==> src/rtl/ped_crossing_ctrl.sv <==
// Pedestrian crossing controller: latches button requests, grants a walk interval
// at the start of vehicle red, flashes DON'T-WALK on clearance, and traps non-one-hot lights.
module ped_crossing_ctrl #(
  parameter int unsigned WALK_CYCLES  = 8,
  parameter int unsigned CLEAR_CYCLES = 4,
  parameter int unsigned BLINK_DIV    = 2
) (
  input  logic clk,
  input  logic rst_n,
  input  logic red_i,
  input  logic yellow_i,
  input  logic green_i,
  input  logic ped_btn,
  output logic walk,
  output logic dont_walk,
  output logic req_pending,
  output logic fault
);

  localparam int unsigned MAX_CYC = (WALK_CYCLES > CLEAR_CYCLES) ? WALK_CYCLES : CLEAR_CYCLES;
  localparam int unsigned CW      = $clog2(MAX_CYC + 1);
  localparam int unsigned DW      = $clog2(BLINK_DIV + 1);

  localparam logic [CW-1:0] WALK_LOAD  = CW'(WALK_CYCLES - 1);
  localparam logic [CW-1:0] CLEAR_LOAD = CW'(CLEAR_CYCLES - 1);
  localparam logic [DW-1:0] DIV_LAST   = DW'(BLINK_DIV - 1);

  typedef enum logic [1:0] {
    IDLE,
    WALK,
    CLEAR,
    FAULT
  } state_e;

  state_e        state_q, state_d;
  logic [CW-1:0] cnt_q, cnt_d;
  logic [DW-1:0] div_q, div_d;
  logic          blink_q, blink_d;
  logic          red_q, red_d;
  logic          req_pending_q, req_pending_d;
  logic          red_rise;
  logic          onehot_ok;
  logic          grant;

  assign red_rise  = red_i & ~red_q;
  assign onehot_ok = ({red_i, yellow_i, green_i} == 3'b100) ||
                     ({red_i, yellow_i, green_i} == 3'b010) ||
                     ({red_i, yellow_i, green_i} == 3'b001);

  always_ff @(posedge clk) begin
    if (!rst_n) begin
      state_q       <= IDLE;
      cnt_q         <= '0;
      div_q         <= '0;
      blink_q       <= 1'b0;
      red_q         <= 1'b0;
      req_pending_q <= 1'b0;
    end else begin
      state_q       <= state_d;
      cnt_q         <= cnt_d;
      div_q         <= div_d;
      blink_q       <= blink_d;
      red_q         <= red_d;
      req_pending_q <= req_pending_d;
    end
  end

  always_comb begin
    state_d = state_q;
    cnt_d   = cnt_q;
    div_d   = div_q;
    blink_d = blink_q;
    red_d   = red_i;
    grant   = 1'b0;
    if (!onehot_ok) begin
      state_d = FAULT;
    end else begin
      case (state_q)
        IDLE: begin
          if (red_rise && (req_pending_q || ped_btn)) begin
            state_d = WALK;
            cnt_d   = WALK_LOAD;
            grant   = 1'b1;
          end
        end
        WALK: begin
          if (!red_i) begin
            state_d = IDLE;
          end else if (cnt_q == '0) begin
            state_d = CLEAR;
            cnt_d   = CLEAR_LOAD;
            blink_d = 1'b1;
            div_d   = '0;
          end else begin
            cnt_d = cnt_q - CW'(1);
          end
        end
        CLEAR: begin
          if (!red_i || (cnt_q == '0)) begin
            state_d = IDLE;
          end else begin
            cnt_d = cnt_q - CW'(1);
            if (div_q == DIV_LAST) begin
              div_d   = '0;
              blink_d = ~blink_q;
            end else begin
              div_d = div_q + DW'(1);
            end
          end
        end
        FAULT:   state_d = FAULT;
        default: state_d = IDLE;
      endcase
    end
  end

  // A press in the granting cycle re-arms the request for the next red phase.
  assign req_pending_d = ped_btn | (req_pending_q & ~grant);

  always_comb begin
    dont_walk = 1'b1;
    case (state_q)
      WALK:    dont_walk = 1'b0;
      CLEAR:   dont_walk = blink_q;
      default: dont_walk = 1'b1;
    endcase
  end

  assign walk        = (state_q == WALK) & red_i;
  assign req_pending = req_pending_q;
  assign fault       = (state_q == FAULT);

endmodule

==> config.mk <==
export PLATFORM = sky130hd
export DESIGN_NAME = ped_crossing_ctrl
export DESIGN_NICKNAME = d
export VERILOG_FILES = /design/src/rtl/ped_crossing_ctrl.sv
export SDC_FILE = /design/constraint.sdc
export NUM_CORES = 1
export LEC_CHECK = 0
export BUFFER_PORTS_ARGS = -buffer_cell sky130_fd_sc_hd__buf_2
export CAP_MARGIN = 15
export CORE_AREA = 2 2 39 41
export DETAILED_ROUTE_END_ITERATION = 8
export DIE_AREA = 0 0 41 43
export GPL_ROUTABILITY_DRIVEN = 1
export PLACE_DENSITY = 0.74
export SLEW_MARGIN = 15
export SYNTH_ARGS = -nofsm -noshare
export SYNTH_HDL_FRONTEND = slang
export SYNTH_SLANG_ARGS = --single-unit
==> constraint.sdc <==
create_clock -name clk -period 4.2 [get_ports clk]
set_input_delay 0.63 -clock clk [delete_from_list [all_inputs] [get_ports clk]]
set_output_delay 0.63 -clock clk [all_outputs]
set_load 0.01 [all_outputs]
; ---- Word-level counts from Yosys, hierarchy flattened
; Cells that the tools add are included.
[op_classes]
n_addsub = 2
n_eq_ne = 15
n_mux = 25
bitwise_logic = 7
reduce_logical = 14
[ops]
columns = cell, count
row1 = two-way mux 2 bit, 9
row2 = two-way mux 4 bit, 4
row3 = case mux 4 bit (3 select lines), 1
row4 = != test 2 bit (second input constant), 5
row5 = AND reduction 5 bit, 2
row6 = case mux 2 bit (4 select lines), 1
row7 = two-way mux 1 bit, 7
row8 = != test 3 bit (second input constant), 2
row9 = AND reduction 6 bit, 1
row10 = equality test 2 x 1 -> 1 bit (second input constant), 2
row11 = equality test 2 bit (second input constant), 2
row12 = zero test 4 bit, 1
row13 = logical OR 1 bit, 4
row14 = != test 4 bit (second input constant), 1
row15 = case mux 1 bit (2 select lines), 2
row16 = case mux 2 bit (2 select lines), 1
row17 = subtractor 4 x 1 -> 4 bit (second input constant), 1
row18 = AND 1 bit, 3
row19 = equality test 3 x 1 -> 1 bit (second input constant), 1
row20 = equality test 3 x 2 -> 1 bit (second input constant), 1
row21 = equality test 3 bit (second input constant), 1
row22 = inverter 1 bit, 3
row23 = AND reduction 3 bit, 1
row24 = nonzero test 3 bit, 1
row25 = 6 further kinds, 6
[word_totals]
register_bits = 11
output_inout_bits = 4

; ---- Depth between registers and ports, before layout
; Gate-level depths: netlist (run 1).
[depth]
depth_word = 9
mapped_depth = 8
ltp_nobuf = 7

; ---- Least setup slack after synthesis (run 1)
; Ideal clock, no wire load.
[synth_timing]
kind = register to register
start = reg state_q[1]
end = reg cnt_q[3]
arrival_time_ns = 1.891
slack_ns = 2.239
path_stages_with_launch = 7
n_path_buf = 0
path_cell_list = dfxtp_1 > inv_1 > ha_1 > o32ai_2 > nand4b_4 > or4_1 > a21oi_1
[synth_between]
elab_chain_cells = 3
elab_cells_between_ends = 9
classes_between = eq/ne: 5 / mux: 1 / reduce/logical: 3
[synth_rtl]
columns = item, line_no
row1 = from (decl), 35  ; state_e state_q, state_d;
row2 = from (signal assigned), 59  ; state_q <= state_d;
row3 = "equality test 2 bit, or another cell as far along", 78  ; case (state_q)
row4 = != test 2 bit (no source line) or nonzero test 3 bit (tied branches), n/a
row5 = AND reduction 5 bit (no source line), n/a
row6 = to (signal assigned), 60  ; cnt_q <= cnt_d;
row7 = to (decl), 36  ; logic [CW-1:0] cnt_q, cnt_d;
; Parallel ways exist; a longest one is shown, timed or not.
; A chain may end at the register's enable or synchronous reset.

; ---- Final worst setup path (run 1)
; Same ends and word-level chain as after synthesis.

==> results.cfg, run 1 <==
[power_and_ir_drop]
p_int_uw = 193
power_frac_comb_pct = 34.9
power_density_nw_per_um2 = 363
p_leak_nw = 0.350
totalPowerFinal_uw = 300
ir_drop_v = 0.000163
p_seq_share_pct = 40.5
switching_share_pct = 35.7
clkPwrFrac_pct = 24.6
switchingPower_uw = 107

[clocking]
clk_latency_ns = 0.27
clockBufferDepth = 2
cts.repair.resized = 0
post_cts_buffers = 0
cts_buffers = 3
cts.clk_slew.worst_paths_ns = 0.07
cts_tree = yes
hold_buffers = 0
cts-root-buf = clkbuf_4
h-tree-depth = 1
clock-sinks = 11

[critical_path]
critical_path_class = reg -> reg
cp.arrival_ns = 2.35
endpoint_kind = register
crit_required_ns = 4.41
crit_fanout = 8
slowest_delay_ns = 0.52
critPathLaunchType = register
slowest_stage = or4_1
path_cells = inv_1, ha_1, o32ai_2, nand4b_4, or4_1, a21oi_1

[layout]
finalInstanceArea_um2 = 826
multiInputGateArea_um2 = 480
area_growth_pct = 11.9
drive_gt1_share_pct = 16.2
seqCellArea_um2 = 220
final_nets = 114
diodes = 0
fill_cells = 136
instances_no_fill = 115

[timing]
max_freq_mhz = 467
hold_violations = 0
rsz0062_at_grt = false
setup_tns_ns = 0
tightest_slew_ns = 0.438
period_minus_slack_ns = 2.14
final.period_utilization_pct = 50.9
slew_violations = 0
setup_viol = 0
slew_headroom_pct = 70.5
clock-skew-final_ns = 0.00359
timing.final.ws_setup_ns = 2.06

[placed_design]
dp_cells = 111
gp_congestion = 0.721
dp_hpwl_mm = 1.17
io_buffers = 9
post-place-ws_ns = 2.03
place_area_um2 = 800

[synthesis]
synth_cell_types = 33
synthSimpleGateAreaFrac_pct = 23.1
synth_edf_count = 0
async_reset_ff_share_pct = 0
synth.most_common_cell = dfxtp_1
synth_top_area_cell = dfxtp_1
synthAdderAreaFrac_pct = 13.6
syn-instance-count = 87
synth_ff_type = dfxtp_1
netlist.area_leader.share_pct = 29.8
avgSynthCellArea_um2 = 8.49
seq_area_frac_synth_pct = 29.8
ys_ff_latch = 11
synthTopCellsByArea = dfxtp_1, ha_1, a21oi_1, o21ai_0, inv_1
synthesis.area_um2 = 738
yosys-top-cells-count = dfxtp_1, inv_1, nor2_1, ha_1
synth_top_family_by_area = compound AO/OA/AOI/OAI gates
synth-compound-area-share_pct = 23.4
yosysWarnings = 0
muxShareOfSynthArea_pct = 2.71
syn_nets = 101
synth_xor_area_share_pct = 2.37

[outcome]
status = completed

[flow_run]
drv_cap = 0

[drt]
dr.pass1.iters = 4
via_per_inst = 5.80
wl_per_cell_um = 13.1
wirelength_mm = 1.50
drtIter0Drc = 9
drcViolationCount = 0
vias = 667
route.antenna.remaining_nets = 0

[floorplan]
core-area_um2 = 1380
die_height_um = 43
initial_utilization_pct = 53.3
die-area_um2 = 1760
fp.dieW_um = 41
std_cell_rows = 14
io_pins = 10

[min_path]
worstHoldPathType = reg -> reg

[global_routing]
first_global_vias = 587
grt_max_degree = 9
grt_use_total_pct = 20.0
grt_first_pass_wirelength_mm = 2.35
antenna_found_initial = 0
grt_overflow = 0
cells in the final DEF, fill, tap and decap left out:
master    count
o31ai_4       1
nand4b_4      1
a31oi_1       1
o32ai_2       1
o21ai_1       1
nand2_1       5
or2b_1        1
nor2_1        9
o21ai_0       7
o211a_1       1
a211oi_1      2
xnor2_1       1
buf_2         9
a21oi_1       7
clkbuf_4      3
o22ai_1       1
nor3_1        2
or3_1         1
nor3b_1       2
nand4b_1      1
nor2b_1       1
o31ai_1       1
nand3_1       1
o21a_1        1
or4_1         1
or3b_2        1
o21bai_1      1
nand4_1       2
inv_1         9
nand2b_1      1
clkbuf_1      1
xor2_1        1
dfxtp_1      11
mux2i_1       2
ha_1          8
registers in the layout, indices dropped and copies added (netlist names):
register / count
cnt_q: 4
div_q: 2
state_q: 2
blink_q: 1
red_q: 1
req_pending: 1
power by group through the flow:
stage,combinational [mW],sequential [mW],clock (mW)
2_1_floorplan,0.0793,0.122,0
3_3_place_gp,0.101,0.123,0
3_5_place_dp,0.104,0.124,0
4_1_cts,0.105,0.122,0.0770
5_1_grt,0.118,0.123,0.0798
6_report,0.105,0.121,0.0739
metrics by stage:
stage / hold WS (ns) / util, %
after floorplan: 0.443 / -
after global placement: 0.455 / 57.8
after detailed placement: 0.465 / 57.8
final: 0.472 / 59.7
after global routing: 0.487 / 59.7
after CTS: 0.474 / 59.7
worst paths after layout:
path	end	startpoint	depth (start not counted)	slack [ns]
max	cnt_q[3]$_SDFFE_PN0P_	state_q[1]$_SDFFE_PN0P_	6	2.06
min	div_q[1]$_SDFFE_PN0P_	div_q[1]$_SDFFE_PN0P_	1	0.47
max reg2reg	cnt_q[3]$_SDFFE_PN0P_	state_q[1]$_SDFFE_PN0P_	6	2.06
min reg2reg	div_q[1]$_SDFFE_PN0P_	div_q[1]$_SDFFE_PN0P_	1	0.47
kinds of logic after synthesis:
logic type,after synthesis
xor+xnor,2
mux,2
compound gates,25
fa+ha+maj,8
flops,11
simple gates,29
buf+inv,10
routing by layer:
metal | GRT usage, % | part of all wire [%] | up-vias
met5 | 0 | 0 | -
met4 | 14.0 | 2.1 | 0
met3 | 3.14 | 2.4 | 4
met2 | 32.8 | 48 | 6
met1 | 21.7 | 47 | 321
li1 | - | - | 336
cell type report:
| class | count | area share, % |
|---|---|---|
| Clock buffer | 4 | 3.18 |
| Inverter | 9 | 4.09 |
| Multi-Input combinational cell | 66 | 58.2 |
| Sequential cell | 11 | 26.7 |
| Tap cell | 16 | 2.42 |
| Timing Repair Buffer | 9 | 5.45 |
critical path: cells and delay by family (launching register included):
family / cells / cell delay (ns)
buffers and inverters: 1 / 0.10
DFF: 1 / 0.41
AOI/OAI and AO/OA: 2 / 0.56
and+or+nand+nor: 2 / 0.71
adders and majority gates: 1 / 0.28
(Power assumes the default switching activity.)
==> run 2: changes to the inputs <==
--- a/config.mk
+++ b/config.mk
@@ -5,13 +5,13 @@
 export SDC_FILE = /design/constraint.sdc
 export NUM_CORES = 1
 export LEC_CHECK = 0
+export ABC_AREA = 1
 export BUFFER_PORTS_ARGS = -buffer_cell sky130_fd_sc_hd__buf_2
 export CAP_MARGIN = 15
-export CORE_AREA = 2 2 39 41
+export CORE_UTILIZATION = 50
 export DETAILED_ROUTE_END_ITERATION = 8
-export DIE_AREA = 0 0 41 43
 export GPL_ROUTABILITY_DRIVEN = 1
-export PLACE_DENSITY = 0.74
+export PLACE_DENSITY = 0.7
 export SLEW_MARGIN = 15
 export SYNTH_ARGS = -nofsm -noshare
 export SYNTH_HDL_FRONTEND = slang
==> constraint.sdc (replaced) <==
create_clock -name clk -period 1.75 [get_ports clk]
set_input_delay 0.2625 -clock clk [delete_from_list [all_inputs] [get_ports clk]]
set_output_delay 0.2625 -clock clk [all_outputs]
set_load 0.01 [all_outputs]
==> run 2 against run 1 <==
Area after synthesis increased by 12%. Critical path depth fell by 2. Synthesized cell count is 47% higher. Critical endpoint is now dont_walk. Hold slack worse by 0.23 ns. Largest cell class unchanged. Total power grew to 2.8 times the previous value.
==> results.cfg, run 2 <==
[outcome]
status = completed

[clocking]
cts-root-buf = clkbuf_4
cts_buffers = 3
clockBufferDepth = 2
cts.repair.resized = 0
clock-sinks = 11
hold_buffers = 0
cts.clk_slew.worst_paths_ns = 0.08
post_cts_buffers = 0
cts_tree = yes
clk_latency_ns = 0.29
h-tree-depth = 1

[critical_path]
critPathLaunchType = register
path_cells = inv_1, ha_1, o21ai_0, buf_2
crit_required_ns = 1.49
slowest_delay_ns = 0.41
critical_path_class = reg -> out
cp.arrival_ns = 1.40
slowest_stage = dfxtp_1
crit_fanout = 5
endpoint_kind = primary output

[global_routing]
grt_max_degree = 11
antenna_found_initial = 0
grt_overflow = 0
grt_first_pass_wirelength_mm = 2.66
first_global_vias = 680
grt_use_total_pct = 19.7

[layout]
multiInputGateArea_um2 = 507
seqCellArea_um2 = 221
final_nets = 155
largest_reg_flops = 4
drive_gt1_share_pct = 19.3
reg_top3 = cnt_q x4, div_q x2, state_q x2
mostFrequentLayoutCells = nand2_1, nor2_1, inv_1, dfxtp_1, buf_2
layout_commonest_cell = nand2_1
area_growth_pct = 10.3
finalInstanceArea_um2 = 910
regMostFlops = cnt_q
instances_no_fill = 156
diodes = 0
fill_cells = 142

[timing]
setup_viol = 0
final.period_utilization_pct = 95.2
slew_headroom_pct = 85.0
clock-skew-final_ns = 0.00678
tightest_slew_ns = 0.225
hold_violations = 0
max_freq_mhz = 600
whs_ns = 0.246
timing.final.ws_setup_ns = 0.0843
period_minus_slack_ns = 1.67
slew_violations = 0
setup_tns_ns = 0
rsz0062_at_grt = false

[floorplan]
std_cell_rows = 14
initial_utilization_pct = 54.1
fp.dieW_um = 42.6
die_height_um = 42.6
die-area_um2 = 1820
core-area_um2 = 1520
io_pins = 10

[synthesis]
synth_cell_types = 21
synthTopCellsByArea = dfxtp_1, nand2_1, ha_1, nor2_1, inv_1
netlist.area_leader.share_pct = 26.7
synth_ff_type = dfxtp_1
synth_top_area_cell = dfxtp_1
syn-instance-count = 128
syn_nets = 142
yosys-top-cells-count = nand2_1, nor2_1, inv_1, dfxtp_1, ha_1
synthesis.area_um2 = 825
ys_ff_latch = 11
async_reset_ff_share_pct = 0
synth.most_common_cell = nand2_1
yosysWarnings = 0
synth_edf_count = 0
avgSynthCellArea_um2 = 6.44
seq_area_frac_synth_pct = 26.7

[power_and_ir_drop]
p_leak_nw = 0.498
ir_drop_v = 0.000505
power_density_nw_per_um2 = 919

[placed_design]
io_buffers = 9
place_area_um2 = 882
post-place-ws_ns = 0.267
gp_congestion = 0.870
dp_hpwl_mm = 1.18
dp_cells = 152

[min_path]
worstHoldPathType = in -> reg

[drt]
dr.pass1.iters = 4
route.antenna.remaining_nets = 0
drtIter0Drc = 33
drcViolationCount = 0
vias = 772
wl_per_cell_um = 10.1
via_per_inst = 4.95
wirelength_mm = 1.57

[flow_run]
drv_cap = 0
-- run 2: cell count changes after synthesis, moves of 3 or more --
cell and delta:
a21oi_1 -5, inv_1 +12, inv_2 +3, nand2_1 +25, nand2_4 +3, nand3_1 +3, nand3_2 +3, nor2_1 +16
-- run 2: area by class of cell --
class	instances	area share, %
multi-input cells	92	55.7
well taps	16	2.20
repair buffers	9	4.95
clock buffers	4	2.89
inverters	24	9.90
flip-flops and latches	11	24.3
-- run 2: worst max-delay path, delay by kind of cell (launching register included) --
kind / cells / cell delay [ns]
compound gates: 1 / 0.20
fa+ha+maj: 1 / 0.25
buf+inv: 2 / 0.26
flops: 1 / 0.41
-- run 2: worst paths after layout --
check | depth (start not counted) | to | slack (ns) | from
max reg2reg | 10 | cnt_q[3]$_SDFFE_PN0P_ | 0.20 | state_q[1]$_SDFFE_PN0P_
min reg2reg | 2 | div_q[1]$_SDFFE_PN0P_ | 0.43 | div_q[1]$_SDFFE_PN0P_
max | 4 | dont_walk | 0.08 | state_q[1]$_SDFFE_PN0P_
min | 3 | red_q$_SDFF_PN0_ | 0.25 | red_i
-- run 2: kinds of logic (layout without fill, tap and decap cells) --
kind of cell / count (synthesis) / in the layout / share of synthesized area [%]
AND/OR/NAND/NOR: 73 / 73 / 41.6
adder cells (fa/ha/maj): 8 / 8 / 12.1
buffers and inverters: 25 / 37 / 11.8
flip-flops: 11 / 11 / 26.7
AO/OA/AOI/OAI: 10 / 10 / 6.68
XOR/XNOR: 1 / 1 / 1.06
-- run 2: metal layers --
| layer | vias to the layer above | part of all wire, % | track usage, % |
|---|---|---|---|
| li1 | 410 | - | - |
| met1 | 343 | 51 | 23.8 |
| met2 | 14 | 42 | 32.3 |
| met3 | 5 | 3.8 | 2.59 |
| met4 | 0 | 2.5 | 13.1 |
| met5 | - | 0 | 0 |
-- run 2: stage by stage --
stage | util [%] | power (mW)
5_1_grt | 59.7 | 0.897
6_report | 59.7 | 0.836
4_1_cts | 59.6 | 0.835
2_1_floorplan | - | 0.576
3_5_place_dp | 57.9 | 0.649
3_3_place_gp | 57.9 | 0.646
-- run 2: power by group --
group          internal (mW)  switching, mW  total [mW]
clock network         0.0887          0.102       0.190
registers              0.281         0.0235       0.304
logic                  0.125          0.216       0.342
==> run 3: changes to the inputs <==
--- a/config.mk
+++ b/config.mk
@@ -5,13 +5,12 @@
 export SDC_FILE = /design/constraint.sdc
 export NUM_CORES = 1
 export LEC_CHECK = 0
-export ABC_AREA = 1
 export BUFFER_PORTS_ARGS = -buffer_cell sky130_fd_sc_hd__buf_2
 export CAP_MARGIN = 15
-export CORE_UTILIZATION = 50
+export CORE_UTILIZATION = 49
 export DETAILED_ROUTE_END_ITERATION = 8
 export GPL_ROUTABILITY_DRIVEN = 1
-export PLACE_DENSITY = 0.7
+export PLACE_DENSITY = 0.69
 export SLEW_MARGIN = 15
 export SYNTH_ARGS = -nofsm -noshare
 export SYNTH_HDL_FRONTEND = slang
==> run 3 against run 2 <==
Non-clock buffer count grew 8. Die area shrank 8.2%. Via count shrank 11%. Final area grew 6.5%. Clock power shrank 7%. Global-route usage grew 3.4 points. Sequential share of layout area shrank 1.1 points. Cell count shrank 22%. Clock-buffer cell count is the same. Sequential power shrank 3%. Hold slack lost 0.032 ns. Critical endpoint is now cnt_q[3]$_SDFFE_PN0P_.
==> results.cfg, run 3 (synthesis gave the netlist of run 1 again) <==
[outcome]
status = completed

[layout]
reg_top3 = cnt_q x4, div_q x2, state_q x2
regMostFlops = cnt_q
fin_util_pct = 71.7
drive_gt1_share_pct = 35.5
area_growth_pct = 31.2
mostFrequentLayoutCells = nor2_1, buf_2, inv_1, dfxtp_1, buf_4
final_nets = 122
largest_reg_flops = 4
diodes = 0
fill_cells = 112
finalInstanceArea_um2 = 968

[clocking]
cts_buffers = 3
clockBufferDepth = 2
h-tree-depth = 1
cts-root-buf = clkbuf_4
cts.clk_slew.worst_paths_ns = 0.07
clk_latency_ns = 0.27
clock-sinks = 11
cts_tree = yes

[drt]
vias = 687
wl_per_cell_um = 13.8
wirelength_mm = 1.68
drtIter0Drc = 10
dr.pass1.iters = 4
route.antenna.remaining_nets = 0
via_per_inst = 5.63
drcViolationCount = 0

[flow_run]
drv_cap = 0

[critical_path]
ff2ff_setup_slack_ns = 0.04
r2r_start = state_q[1]$_SDFFE_PN0P_
critPathLaunchType = register
reg2reg_to = cnt_q[3]$_SDFFE_PN0P_
critical_path_class = reg -> reg
crit_required_ns = 1.96
worstRegToRegCells = 6
cp.arrival_ns = 1.92
endpoint_kind = register
crit_fanout = 7

[power_and_ir_drop]
switchingPower_uw = 294
totalPowerFinal_uw = 821
power_density_nw_per_um2 = 847
switching_share_pct = 35.8
p_leak_nw = 0.400
clkPwrFrac_pct = 21.4
p_seq_share_pct = 36.1
power_frac_comb_pct = 42.5
p_int_uw = 526
ir_drop_v = 0.000587

[placed_design]
dp_hpwl_mm = 1.18
gp_congestion = 0.774
io_buffers = 9
place_area_um2 = 878

[min_path]
hold_path_depth = 3
worstHoldStart = ped_btn
worstHoldPathType = in -> reg
holdPathEnd = req_pending$_SDFF_PN0_

[global_routing]
grt_first_pass_wirelength_mm = 2.47
grt_use_total_pct = 23.2
antenna_found_initial = 0
grt_overflow = 0
grt_max_degree = 9
first_global_vias = 613

[floorplan]
std_cell_rows = 13
initial_utilization_pct = 54.7
core-area_um2 = 1350
io_pins = 10
die-area_um2 = 1670
fp.dieW_um = 40.8
die_height_um = 40.8

[timing]
setup_viol = 0
hold_violations = 0
clock-skew-final_ns = 0.00473
final.period_utilization_pct = 97.6
tightest_slew_ns = 0.465
max_freq_mhz = 586
period_minus_slack_ns = 1.71
whs_ns = 0.214
slew_violations = 0
slew_headroom_pct = 68.7
## run 3: worst max-delay path by stage
| stage | from | to | slack, ns |
|---|---|---|---|
| after floorplan | cnt_q[0]$_SDFFE_PN0P_ | cnt_q[3]$_SDFFE_PN0P_ | 0.06 |
| after global placement | cnt_q[0]$_SDFFE_PN0P_ | cnt_q[3]$_SDFFE_PN0P_ | 0.06 |
| after CTS | state_q[0]$_SDFFE_PN0P_ | dont_walk | 0.02 |
| after detailed placement | cnt_q[0]$_SDFFE_PN0P_ | cnt_q[3]$_SDFFE_PN0P_ | -0.005 |
| after global routing | cnt_q[1]$_SDFFE_PN0P_ | cnt_q[3]$_SDFFE_PN0P_ | -0.02 |
| final | state_q[1]$_SDFFE_PN0P_ | cnt_q[3]$_SDFFE_PN0P_ | 0.04 |
## run 3: routing by layer
metal	part of all wire, %	GRT usage [%]
met5	0	0
met4	1.7	10.0
met3	2.7	8.15
met2	51	41.4
met1	44	23.9
## run 3: power by group through the flow
stage,Clock (mW),Sequential (mW),Combinational (mW)
2_1_floorplan,0,0.297,0.206
3_3_place_gp,0,0.297,0.291
3_5_place_dp,0,0.299,0.295
4_1_cts,0.179,0.294,0.304
5_1_grt,0.190,0.299,0.388
6_report,0.176,0.296,0.349
## run 3: cell type report
| type | count | area, um2 | area share [%] |
|---|---|---|---|
| multi-input cells | 66 | 556 | 57.4 |
| inverters | 9 | 33.8 | 3.49 |
| clock buffers | 4 | 26.3 | 2.71 |
| well taps | 15 | 18.8 | 1.94 |
| flip-flops and latches | 11 | 225 | 23.3 |
| repair buffers | 17 | 109 | 11.2 |
## run 3: timing repair
action | 4_1_cts | 5_1_grt
setup endpoints to repair | 1 | 6
hold buffers | 0 | 0
gates cloned | 0 | 0
pin swaps | 1 | 4
buffers inserted | 0 | 2
endpoints found under the hold margin | 0 | 0
resized for setup | 2 | 12
## run 3: worst max-delay path: stages, from the launching register on
cell	delay [ns]
dfxtp_2	0.35
inv_2	0.06
ha_4	0.19
o32ai_4	0.34
nand4b_4	0.14
or4_4	0.43
a21oi_2	0.13
## run 3: stage by stage
step | instances | TNS, ns | setup slack, ns
2_1_floorplan | 87 | 0 | 0.0574
5_1_grt | 122 | -0.0224 | -0.0224
3_5_place_dp | 116 | -0.00484 | -0.00484
4_1_cts | 120 | 0 | 0.0196
3_3_place_gp | 116 | 0 | 0.0568
6_report | 122 | 0 | 0.0423
